$ cat src/rtl/ring_monitor.sv
// ring_monitor: run-time health checker for a one-hot rotating ring counter.
// Confirms each sample is one-hot and one place on from the previous sample in the
// configured direction. It locks after LOCK_N correct rotations, counts full
// revolutions, and flags any illegal or out-of-order sample.
// Optional feature macro: RING_MON_AUTORELOCK_EN. When it is defined, FAULT leaves to
// ACQUIRE after one cycle. Otherwise FAULT is sticky until clr, en=0 or reset.
module ring_monitor #(
   parameter int W      = 4,
   parameter int DIR    = 0,
   parameter int LOCK_N = 2,
   parameter int ECW    = 4,
   parameter int RCW    = 8
) (
   input  logic                 clk,
   input  logic                 rst_n,
   input  logic                 en,
   input  logic                 clr,
   input  logic [W-1:0]         ring_in,
   output logic                 locked,
   output logic                 fault,
   output logic [$clog2(W)-1:0] phase,
   output logic                 rev_tick,
   output logic [RCW-1:0]       rev_cnt,
   output logic [ECW-1:0]       err_cnt
);

   typedef enum logic [1:0] {IDLE, ACQUIRE, LOCKED, FAULT} state_t;

   // The ring's reset value: the first position of every revolution.
   localparam logic [W-1:0] START = (DIR == 0) ? (W'(1) << (W - 1)) : W'(1);

   state_t         state;
   logic [W-1:0]   prev;
   logic           prev_vld;
   logic [3:0]     good_cnt;
   logic [W-1:0]   exp_ring;
   logic           onehot;

   function automatic logic is_onehot(input logic [W-1:0] v);
      int n;
      n = 0;
      for (int i = 0; i < W; i++) n += int'(v[i]);
      return (n == 1);
   endfunction

   function automatic logic [W-1:0] rotate(input logic [W-1:0] v);
      if (DIR == 0) return {v[0], v[W-1:1]};
      else          return {v[W-2:0], v[W-1]};
   endfunction

   function automatic logic [$clog2(W)-1:0] bit_index(input logic [W-1:0] v);
      logic [$clog2(W)-1:0] idx;
      idx = '0;
      for (int i = 0; i < W; i++) if (v[i]) idx = ($clog2(W))'(i);
      return idx;
   endfunction

   function automatic logic [ECW-1:0] sat_inc(input logic [ECW-1:0] v);
      return (&v) ? v : v + ECW'(1);
   endfunction

   // Combinational one-hot check and the expected next ring value.
   always_comb begin
      onehot   = is_onehot(ring_in);
      exp_ring = rotate(prev);
   end

   // Monitor FSM. All outputs are registered. Clear outranks enable.
   always_ff @(posedge clk or negedge rst_n) begin
      if (!rst_n) begin
         state    <= IDLE;
         prev     <= '0;
         prev_vld <= 1'b0;
         phase    <= '0;
         good_cnt <= '0;
         rev_cnt  <= '0;
         err_cnt  <= '0;
         locked   <= 1'b0;
         fault    <= 1'b0;
         rev_tick <= 1'b0;
      end else begin
         rev_tick <= 1'b0;
         if (clr) begin
            fault    <= 1'b0;
            locked   <= 1'b0;
            rev_cnt  <= '0;
            err_cnt  <= '0;
            good_cnt <= '0;
            prev     <= '0;
            prev_vld <= 1'b0;
            state    <= en ? ACQUIRE : IDLE;
         end else if (!en) begin
            state    <= IDLE;
            locked   <= 1'b0;
            fault    <= 1'b0;
            good_cnt <= '0;
            prev     <= '0;
            prev_vld <= 1'b0;
         end else begin
            case (state)
               IDLE: state <= ACQUIRE;
               ACQUIRE: begin
                  if (onehot) begin
                     prev     <= ring_in;
                     prev_vld <= 1'b1;
                     phase    <= bit_index(ring_in);
                     if (prev_vld && ring_in == exp_ring) begin
                        good_cnt <= good_cnt + 4'd1;
                        if (good_cnt + 4'd1 == 4'(LOCK_N)) begin
                           state  <= LOCKED;
                           locked <= 1'b1;
                        end
                     end else begin
                        good_cnt <= '0;
                     end
                  end else begin
                     good_cnt <= '0;
                     prev_vld <= 1'b0;
                  end
               end
               LOCKED: begin
                  if (ring_in == exp_ring) begin
                     prev  <= ring_in;
                     phase <= bit_index(ring_in);
                     if (ring_in == START) begin
                        rev_tick <= 1'b1;
                        rev_cnt  <= rev_cnt + RCW'(1);
                     end
                  end else begin
                     state    <= FAULT;
                     err_cnt  <= sat_inc(err_cnt);
                     locked   <= 1'b0;
                     fault    <= 1'b1;
                     good_cnt <= '0;
                  end
               end
               FAULT: begin
`ifdef RING_MON_AUTORELOCK_EN
                  // Relock must be earned from a fresh capture.
                  state    <= ACQUIRE;
                  fault    <= 1'b0;
                  good_cnt <= '0;
                  prev_vld <= 1'b0;
`else
                  state <= FAULT;
`endif
               end
               default: state <= IDLE;
            endcase
         end
      end
   end

endmodule

$ cat config.mk
export PLATFORM = sky130hd
export DESIGN_NAME = ring_monitor
export DESIGN_NICKNAME = d
export VERILOG_FILES = /design/src/rtl/ring_monitor.sv
export SDC_FILE = /design/constraint.sdc
export NUM_CORES = 1
export LEC_CHECK = 0
export BUFFER_PORTS_ARGS = -buffer_cell sky130_fd_sc_hd__buf_2
export CORE_MARGIN = 2
export CORE_UTILIZATION = 55
export CTS_CLUSTER_DIAMETER = 100
export CTS_CLUSTER_SIZE = 10
export DETAILED_ROUTE_END_ITERATION = 6
export HOLD_SLACK_MARGIN = 0.05
export PLACE_DENSITY_LB_ADDON = 0.15
export RECOVER_POWER = 25
export SYNTH_ARGS = -nofsm -noshare
export SYNTH_HDL_FRONTEND = slang
export SYNTH_SLANG_ARGS = --single-unit
$ cat constraint.sdc
create_clock -name clk -period 3.8 [get_ports clk]
set_input_delay 0.95 -clock clk [delete_from_list [all_inputs] [get_ports clk]]
set_output_delay 0.95 -clock clk [all_outputs]
set_load 0.1 [all_outputs]
**Yosys cells after proc, flatten, opt, wreduce, memory -nomap -nowiden**

Cells that the tools add are included.

- Bits in read-only memories: 0
- Latch bits: 0
- Input port bits: 8
- Word-level logic and storage cells: 108
- Memory bits (writable): 0
- Bits in registers: 28
- Output and inout bits: 17
- Memories: 0

- Divide/modulo/power cells: 0
- $add $sub $neg: 6
- Bitwise operators: 1
- $lt $le $gt $ge: 0
- $mul: 0
- Shifts and indexed selects: 0
- Equal/unequal tests: 20
- Reductions and logical operators: 16
- Multiplexer cells: 55

Operator list:

| kind | count |
|---|---|
| 4-bit two-way mux | 14 |
| 8-bit two-way mux | 5 |
| 1-bit two-way mux | 21 |
| 2-bit two-way mux | 10 |
| 4-bit != test, second input constant | 5 |
| 4-bit one-hot mux with 2 select lines | 2 |
| 4-bit AND reduction | 4 |
| 5-bit AND reduction | 2 |
| 2-bit nonzero test | 5 |
| 4-bit by 1-bit adder with 4-bit output, second input constant | 2 |
| 8-bit by 1-bit adder with 8-bit output, second input constant | 1 |
| 2-bit != test, second input constant | 4 |
| 2-bit one-hot mux with 4 select lines | 1 |
| 3-bit by 1-bit != test with 1-bit output, second input constant | 2 |
| 3-bit by 1-bit adder with 4-bit output | 1 |
| 2-bit equality test, second input constant | 2 |
| 4-bit by 1-bit equality test with 1-bit output, second input constant | 1 |
| 4-bit by 2-bit equality test with 1-bit output, second input constant | 1 |
| 4-bit equality test | 1 |
| 4-bit equality test, second input constant | 1 |
| 4-bit by 1-bit != test with 1-bit output, second input constant | 1 |
| 2-bit one-hot mux with 2 select lines | 1 |
| 2-bit AND reduction | 2 |
| 2-bit by 1-bit adder with 3-bit output | 1 |
| other kinds (8) | 8 |

**Longest topological paths before layout**

Gate-level depths: netlist of run 1.

- Word-level depth: 8
- Gate-level depth with buffers: 10
- Gate-level depth less buffers: 10

**Worst setup path after synthesis of run 1**

OpenSTA, ideal clock, no wires.

- Path kind: input to register
- Start point: input ring_in[0]
- End point: register phase[0]
- Path buffers: 0
- Data required time: 3675 ps
- Stages on the path: 10
- Arrival time: 3313 ps
- Setup time: 125 ps
- Slack: 361 ps
- Path through: inv_1 -> fa_1 -> inv_1 -> ha_1 -> ha_1 -> or3b_2 -> nand2_1 -> o211ai_1 -> nor2_1 -> mux2_2

- Word-level cells in the longest chain between the ends: 6
- Elaborated cells on any way between the ends: 8
- Those cells by class: add/sub (3); eq/ne (4); reduce/logical (1)

Ends and longest elaborated chain:

| what | RTL line | source |
|---|---|---|
| start, declared | 18 | `input logic [W-1:0] ring_in,` |
| 1-bit by 1-bit adder with 2-bit output | 42 | `for (int i = 0; i < W; i++) n += int'(v[i]);` |
| 2-bit by 1-bit adder with 3-bit output | 42 |  |
| 3-bit by 1-bit adder with 4-bit output | 42 |  |
| 4-bit by 1-bit equality test with 1-bit output | 43 | `return (n == 1);` |
| 2-bit != test (no line) | - |  |
| 5-bit AND reduction (no line) (*) | - |  |
| end signal, assigned | 106 | `phase <= bit_index(ring_in);` |
| end signal, assigned | 124 | `phase <= bit_index(ring_in);` |
| end, declared | 21 | `output logic [$clog2(W)-1:0] phase,` |

Every way passes the cells marked *; elsewhere a longest branch is shown, timed or not.
A chain may end at the register's enable or synchronous reset.

**Worst setup path in the final report of run 1**

- Start point: input ring_in[0]
- End point: register good_cnt[2]

- Word-level cells in the longest chain between the ends: 8
- Elaborated cells on any way between the ends: 13
- Those cells by class: add/sub (3); eq/ne (3); mux (5); reduce/logical (2)

Ends and longest elaborated chain:

| what | RTL line | source |
|---|---|---|
| 1-bit by 1-bit adder with 2-bit output | 42 |  |
| 2-bit by 1-bit adder with 3-bit output | 42 |  |
| 3-bit by 1-bit adder with 4-bit output | 42 |  |
| 4-bit by 1-bit equality test with 1-bit output | 43 |  |
| 4-bit two-way mux | 103 | `if (onehot) begin` |
| 4-bit one-hot mux with 2 select lines | 100 | `case (state)` |
| 4-bit two-way mux | 92 | `end else if (!en) begin` |
| 4-bit two-way mux | 83 | `if (clr) begin` |
| end signal, assigned | 108 | `good_cnt <= good_cnt + 4'd1;` |
| end, declared | 35 | `logic [3:0] good_cnt;` |

Parallel ways exist; a longest one is shown, timed or not.

==> results.txt, run 1 <==
- The worst hold path was traced through 2 stages.
- The signal on the critical path passes through buf_2 -> inv_1 -> fa_1 -> inv_1 -> ha_1 -> ha_1 -> or3b_2 -> or4_4 -> o2bb2ai_1 -> a21o_1.
- Inserted Clock Buffers: 3
- In this run the vertical extent of the chip is 58.0 µm.
* Fin crit period: 3.14 ns
- After detailed routing, the number of vias per cell comes to 5.73.
* Drt total wl: 3.11 mm
- Wl on met1: 1.43 mm
- Detailed routing placed a total of 76 µm of wire on met3.
- The min-delay analysis places its worst path in the category reg -> reg.
- Horizontal die dimension: 58.0 µm
- Yosys attributes the largest share of cell area to sky130_fd_sc_hd__dfrtp_1, sky130_fd_sc_hd__ha_1, sky130_fd_sc_hd__xor2_1, sky130_fd_sc_hd__nor2_1, sky130_fd_sc_hd__mux2i_1.
* Area share of the largest cell type after synthesis: 43.7%
* Post-synth ARST share: 100%
- Share of final-layout standard cells stronger than drive strength 1: 19.6%
- Highest routed layer: met4
- The routed design uses 1.58 mm of met2 wire.
- The internal power of the cells totals 484 µW.
* Vias in the first global route: 1284
* DRC violations left: 0
- The final layout contains 210 nets.
- After the first detailed-routing iteration, the DRC count stood at 46.
- Core region area: 2760 µm²
- Clock tree from TritonCTS: built
- The worst pin sits at a relative slew slack of 4.09%.
* Cell area after synthesis: 1600 µm²
- Mean post-synth cell area: 9.83 µm²
- Share of total power in sequential cells: 43.2%
- Critical path buffer and inverter count: 3
* Overall die area: 3360 µm²
- Across all register-to-register paths, the minimum setup slack is 1.61 ns.
* Switching Share: 36.2%
- Across the VDD grid, the largest voltage drop is 0.477 mV.
- The final-report max-slew violation count came to 0.
- Synth Area in Compound Gates: 10.1%
* Half-perimeter wire length after detailed placement: 2.38 mm
* Rows: 19
- Main synth FF type: sky130_fd_sc_hd__dfrtp_1
- Remaining Overflow, GRT: 0
- In this run the power spent charging and discharging nets is 275 µW.
- In this design, the stage delay of the slowest critical-path cell is 0.53 ns.
- Final Hold Slack: 0.536 ns
* Share of synthesized cell area in full adder, half adder and majority cells: 9.84%
- The tree is rooted in a sky130_fd_sc_hd__clkbuf_4.
- Max-cap viol count: 0
* Worst clock skew on the final layout: 0.00187 ns
- Leak: 0.000906 µW
- For this design, the CTS-stage hold fixing added 0 buffers.
* Category of the critical setup timing path: in -> reg
- Largest net degree at the start of global routing: 29
- Worst R2R End: good_cnt[2]$_DFFE_PN0P_
* Count of mapped cells out of synthesis: 163
- Cell Pwr Density: 419 nW/µm²
- After synthesis, the most frequently instantiated cells are sky130_fd_sc_hd__dfrtp_1, sky130_fd_sc_hd__nor2_1, sky130_fd_sc_hd__xor2_1.
* Post-route clock period utilization: 82.6%
* Setup tns final: 0 ns
- The number of antenna violations at the first check in global routing was 0.
- CTS HTree Levels: 1
* I/O pins: 25
- Total number of yosys warnings: 0
- Worst min-delay path startpoint: fault$_DFFE_PN0P_
- Reg2Reg Launch Point: prev[2]$_DFFE_PN0P_
- PostCTS Resize Cnt: 0
- Maximum fanout along the worst path: 5
- Layout area overhead: 13.0%
- Worst endpoint data arrival time: 3.43 ns
- DR vias: 1260
- When the netlist entered floorplanning its net count stood at 183.
* Number of iterations in the first detailed-routing pass: 4
* Number of cells on the worst reg-to-reg path: 5
- The number of antenna diodes in the final layout is 0.
- RePlAce Congestion: 0.788
- RSZ-0062 raised after global routing: false
- After Yosys synthesis, and, or, nand and nor cells account for 20.6% of the synthesized area.
- Clock latency on the worst-skew pair: 0.33 ns
* Count of unique library cells instantiated by Yosys: 42
* Kind of start point of the critical path: primary input
- Clock tree synthesis found a total of 28 sinks.
* Number of enable flip-flop cells after synthesis: 0
* Maximum number of buffers from clock root to sink: 2
- Sequential fraction of the synthesis area: 43.7%
- Number of antenna-violating nets in the routed design: 0
* Number of buffers added on ports: 24
* Total global-route track usage: 21.3%
- Buffers inserted during post-CTS setup optimization: 0
* Maximum clock frequency: 0.319 GHz
- The worst setup path is captured at a flop.
* Run status: complete, no violations
- Effective utilization at floorplan: 58.1%
* Cell family with most CP delay: simple AND/OR/NAND/NOR gates
* Number of synthesized register bits: 28
- The largest individual stage delay along the critical path comes from the cell sky130_fd_sc_hd__fa_1.
- Setup violations remaining at the end of the flow were counted as 0.
- After synthesis, the largest family of logic cells by area is simple AND/OR/NAND/NOR gates.
- The first global-routing pass estimated 5.62 mm of wire.
- Required time of the critical path: 4.09 ns
- Worst hold path endpoint: fault$_DFFE_PN0P_
* Routed wirelength normalized by instance count: 14.2 µm
* Actual transition at the worst max-transition pin: 1.44 ns
- Clock-pin slew was measured on the worst setup and hold paths at 0.15 ns.
- Combinational logic is responsible for 30.7% of the overall power.
- In the post-synthesis netlist, the cell with the most instances is sky130_fd_sc_hd__dfrtp_1.
* Xor/xnor share of the synthesized area: 7.65%
- The clock network burns 26.1% of the power.
- After synthesis, the share of cell area in mux cells is 4.45%.
- Summed over all instances, the cell type with the most area after synthesis is sky130_fd_sc_hd__dfrtp_1.
* Hold Vio Cnt, Final: 0
flip-flops by register name, indices dropped and copies added, names as in the netlist, 2 cells and up:
| register | cells |
|---|---|
| good_cnt | 4 |
| prev | 4 |
| state | 2 |
| rev_cnt | 8 |
| phase | 2 |
| err_cnt | 4 |
final cells by class:
| cell class | instances | area [µm²] |
|---|---|---|
| Fill cell | 236 | 947 |
| Multi-Input combinational cell | 120 | 843 |
| Clock buffer | 3 | 22.5 |
| Inverter | 11 | 41.3 |
| Clock inverter | 1 | 30.0 |
| Tap cell | 31 | 38.8 |
| Timing Repair Buffer | 26 | 134 |
| Sequential cell | 28 | 701 |
cell usage in the layout, fill, tap and decap left out, drive strengths merged, types with 2 or more instances in the layout:
cell / netlist / routed
xor2: 13 / 13
nand3: 10 / 10
nand2b: 3 / 3
nor2: 19 / 19
inv: 11 / 11
and3: 3 / 3
nand4: 2 / 2
mux2i: 6 / 6
nand2: 9 / 9
or4: 2 / 2
nor4: 2 / 2
buf: 0 / 25
nand3b: 3 / 3
o21ai: 10 / 10
dfrtp: 28 / 28
ha: 11 / 11
clkbuf: 4 / 4
and2: 2 / 2
o31ai: 2 / 2
a21oi: 3 / 3
nor3: 3 / 3
per-stage QoR:
stage                     util [%]  total power (µW)  instances  setup WS, ns  area, µm²
after floorplan                  -               514        163         0.361       1600
after global placement        63.8               560        216         0.344       1760
after detailed placement      63.8               568        216         0.292       1760
after CTS                     65.7               767        220         0.662       1810
final                         65.7               759        220         0.661       1810
after global routing          65.7               793        220         0.512       1810
logic make-up after synthesis:
| kind of cell | Yosys count |
|---|---|
| and+or+nand+nor | 62 |
| muxes | 7 |
| adders and majority gates | 12 |
| DFF | 28 |
| AOI/OAI and AO/OA | 25 |
| buffers and inverters | 15 |
| xor gates and xnor gates | 14 |
power by group through the flow:
stage / clock [µW] / combinational [µW] / sequential (µW)
after floorplan: 0 / 88.2 / 426
after global routing: 209 / 252 / 332
after global placement: 0 / 227 / 333
final: 198 / 233 / 328
after detailed placement: 0 / 234 / 334
after CTS: 203 / 235 / 329
routing by layer:
| layer | vias to the layer above | track usage, % |
|---|---|---|
| li1 | 623 | - |
| met1 | 616 | 27.7 |
| met2 | 17 | 37.5 |
| met3 | 4 | 2.01 |
| met4 | 0 | 6.98 |
| met5 | - | 0 |
worst max-delay path by stage:
stage	startpoint	depth (start not counted)	endpoint	slack [ns]
detailed placement	ring_in[0]	10	good_cnt[2]$_DFFE_PN0P_	0.29
global placement	ring_in[0]	10	good_cnt[2]$_DFFE_PN0P_	0.34
global route	ring_in[0]	12	phase[1]$_DFFE_PN0P_	0.51
finish	ring_in[0]	10	good_cnt[2]$_DFFE_PN0P_	0.66
CTS	ring_in[0]	10	good_cnt[2]$_DFFE_PN0P_	0.66
floorplan	ring_in[0]	10	phase[0]$_DFFE_PN0P_	0.36
worst reg2reg max path, delay by kind of cell (launching register included):
kind | cells | cell delay [ns]
xor gates and xnor gates | 1 | 0.16
and+or+nand+nor | 2 | 1.29
DFF | 1 | 0.42
AOI/OAI and AO/OA | 2 | 0.27
No activity file was read; power rests on OpenSTA's default activity.
==> run 2: changes to the inputs <==
Clock period 3.8 ns to 3.3 ns, I/O delays scaled along.
==> results.txt, run 2 (synthesized netlist as in run 1, its figures left out) <==
* Cell breakdown of the critical path: buf_2 -> inv_1 -> fa_1 -> inv_1 -> ha_1 -> ha_1 -> or3b_4 -> or4_4 -> o2bb2ai_1 -> a21o_1
- The clock-pin slew reported for the worst setup and hold paths after clock tree synthesis was 0.14 ns (about the same).
- Number of buffers inserted for hold repair after clock tree synthesis: 0 (unchanged)
- The core area came to 2760 µm² (unchanged).
- Worst Hold Class: reg -> reg
* Worst hold path endpoint: phase[0]$_DFFE_PN0P_
- Half-perimeter wire length after detailed placement: 2.26 mm (-5.0%)
- The number of failing hold endpoints at the final stage came to 0 (unchanged).
* Worst slew margin relative to its limit: -0.724% (-4.8 points)
* RePlAce Congestion: 0.819 (+4.0%)
* Run status: finished with violations
- Routed wirelength normalized by instance count: 14.1 µm (about the same)
- CTS Root Cell: sky130_fd_sc_hd__clkbuf_4
* Cell Pwr Density: 482 nW/µm² (+15%)
* Clock tree from TritonCTS: built
* Maximum fanout along the worst path: 5 (unchanged)
- Most common library cell in the layout ignoring fill and taps: sky130_fd_sc_hd__dfrtp_1
- Maximum cell stage delay along the critical path: 0.54 ns (about the same)
- The final instance count without filler cells is 221 (+0.45%).
- Number of antenna-violating nets in the routed design: 0 (unchanged)
* Number of cells in the design after placement: 217 (+0.46%)
* Maximum number of buffers from clock root to sink: 2 (unchanged)
- Layout area overhead: 13.7%
- Number of antenna violations at the first check in global routing: 0 (unchanged)
- The number of iterations in the first detailed-routing pass is 4 (unchanged).
- The hold path depth came to 1 (-1).
- The I/O pin total came to 25 (unchanged).
- Dpl ws: -0.0500 ns (-0.342 ns)
* DR vias: 1271 (+0.87%)
* Remaining Overflow, GRT: 0 (unchanged)
- The final critical path takes up 91.0% of the cycle.
- Actual transition at the worst max-transition pin: 1.51 ns (+0.0723 ns)
- Inserted Clock Buffers: 3 (unchanged)
* Post-layout utilization of the core: 66.1% (+0.45 points)
- In this run the critical register-to-register path is launched from prev[1]$_DFFE_PN0P_.
* Top register by number of flip-flops: rev_cnt
- The number of port buffers was 24 (unchanged).
* Number of max-slew violations in the final report: 29 (+29)
- The checks that failed: max-capacitance violations, max-slew violations.
- The worst setup path is captured at a flop.
- The worst hold slack came to 0.527 ns (-0.00892 ns).
- The count of buffers added by post-CTS timing repair for setup is 0 (unchanged).
- The floorplan die width is 58.0 µm (unchanged).
- The share of post-route cells with drive strength above 1 is 20.5% (+0.95 points).
* Max-cap viol count: 1 (+1)
- Worst R2R End: good_cnt[2]$_DFFE_PN0P_
- The startpoint identified for the worst hold timing path is phase[0]$_DFFE_PN0P_.
- Via density per instance: 5.75 (+0.42%)
- Vias in the first global route: 1248 (-2.8%)
- The critical path required time is 3.58 ns (-0.51 ns).
- Maximum clock frequency: 0.333 GHz
* Kind of start point of the critical path: primary input
- Worst clock skew on the final layout: 0.0142 ns (+0.0124 ns)
- The flip-flop count of the largest register, all copies and words added was 8 (unchanged).
- ANT cells: 0 (unchanged)
* Fin crit period: 3.00 ns
- Rows: 19 (unchanged)
* Number of clock sinks seen by CTS: 28 (unchanged)
- The leakage power summed over all cells was 0.000912 µW (+0.68%).
- Largest net degree at the start of global routing: 29 (unchanged)
- The critical path is of the in -> reg type.
* Final worst-path setup slack: 0.297 ns (-0.365 ns)
* Total global-route track usage: 21.0% (-0.36 points)
- The logic depth of the worst register-to-register path came to 5 (unchanged).
- The global-route wire length before repair is 5.42 mm (-3.4%).
* Top library cells by usage in the layout, fill and taps aside: sky130_fd_sc_hd__dfrtp_1, sky130_fd_sc_hd__buf_2, sky130_fd_sc_hd__nor2_1
- Overall die area: 3360 µm² (unchanged)
- The total wire length after detailed routing came to 3.13 mm (+0.45%).
* DRT iter0 DRCs: 64 (+39%)
* Worst endpoint data arrival time: 3.29 ns (-0.14 ns)
- Setup-failing EPs final: 0 (unchanged)
- Register-to-register setup slack: 1.08 ns (-0.53 ns)
- The die height was 58.0 µm (unchanged).
- The number of H-tree levels is 1 (unchanged).
* Worst path slowest cell: sky130_fd_sc_hd__fa_1
- The starting density of the core is 58.1% (unchanged).
- Setup repair after global routing left no endpoint under its margin.
* Clock latency on the worst-skew pair: 0.34 ns (about the same)
* DRC violations left: 0 (unchanged)
* VDD IR-drop max: 0.427 mV (-10%)
* Nets@finish: 211 (+0.48%)
* PostCTS Resize Cnt: 0 (unchanged)
## run 2: power by group
part / total [µW] / switching [µW] / leakage (µW) / internal (µW)
registers: 377 / 12.5 / 0.000383 / 365
logic: 273 / 199 / 0.000500 / 73.7
clock network: 228 / 105 / 0.0000279 / 123
## run 2: layer usage
metal  global-route usage (%)  wire length (µm)
met2                     34.9              1520
met1                     28.1              1490
met5                        0                 0
met3                     2.23                71
met4                     8.64                42
## run 2: worst max path at each step
stage | cells past startpoint | startpoint | slack [ns] | end
2_1_floorplan | 10 | ring_in[0] | 0.09 | phase[0]$_DFFE_PN0P_
3_5_place_dp | 10 | ring_in[0] | -0.05 | good_cnt[2]$_DFFE_PN0P_
6_report | 10 | ring_in[0] | 0.30 | good_cnt[2]$_DFFE_PN0P_
4_1_cts | 10 | ring_in[0] | 0.29 | good_cnt[2]$_DFFE_PN0P_
5_1_grt | 10 | ring_in[0] | 0.21 | good_cnt[2]$_DFFE_PN0P_
3_3_place_gp | 10 | ring_in[0] | 0.04 | good_cnt[2]$_DFFE_PN0P_
## run 2: layout make-up
cell class / instances / area [µm²]
fill: 229 / 935
multi-input combinational: 120 / 848
sequential: 28 / 701
timing repair buffer: 27 / 141
inverter: 11 / 41.3
tap: 31 / 38.8
clock inverter: 1 / 30.0
clock buffer: 3 / 22.5
## run 2: worst max-delay path: cells and delay by family
family	cells	cell delay, ns
fa+ha+maj	3	0.99
compound gates	2	0.29
buf+inv	3	0.22
simple gates	2	0.95
## run 2: per-stage QoR
step | cell area, µm² | total power [µW] | setup TNS, ns
floorplan | 1610 | 595 | 0
global placement | 1770 | 649 | 0
detailed placement | 1770 | 654 | -0.0500
CTS | 1820 | 887 | 0
global route | 1820 | 918 | 0
finish | 1820 | 878 | 0
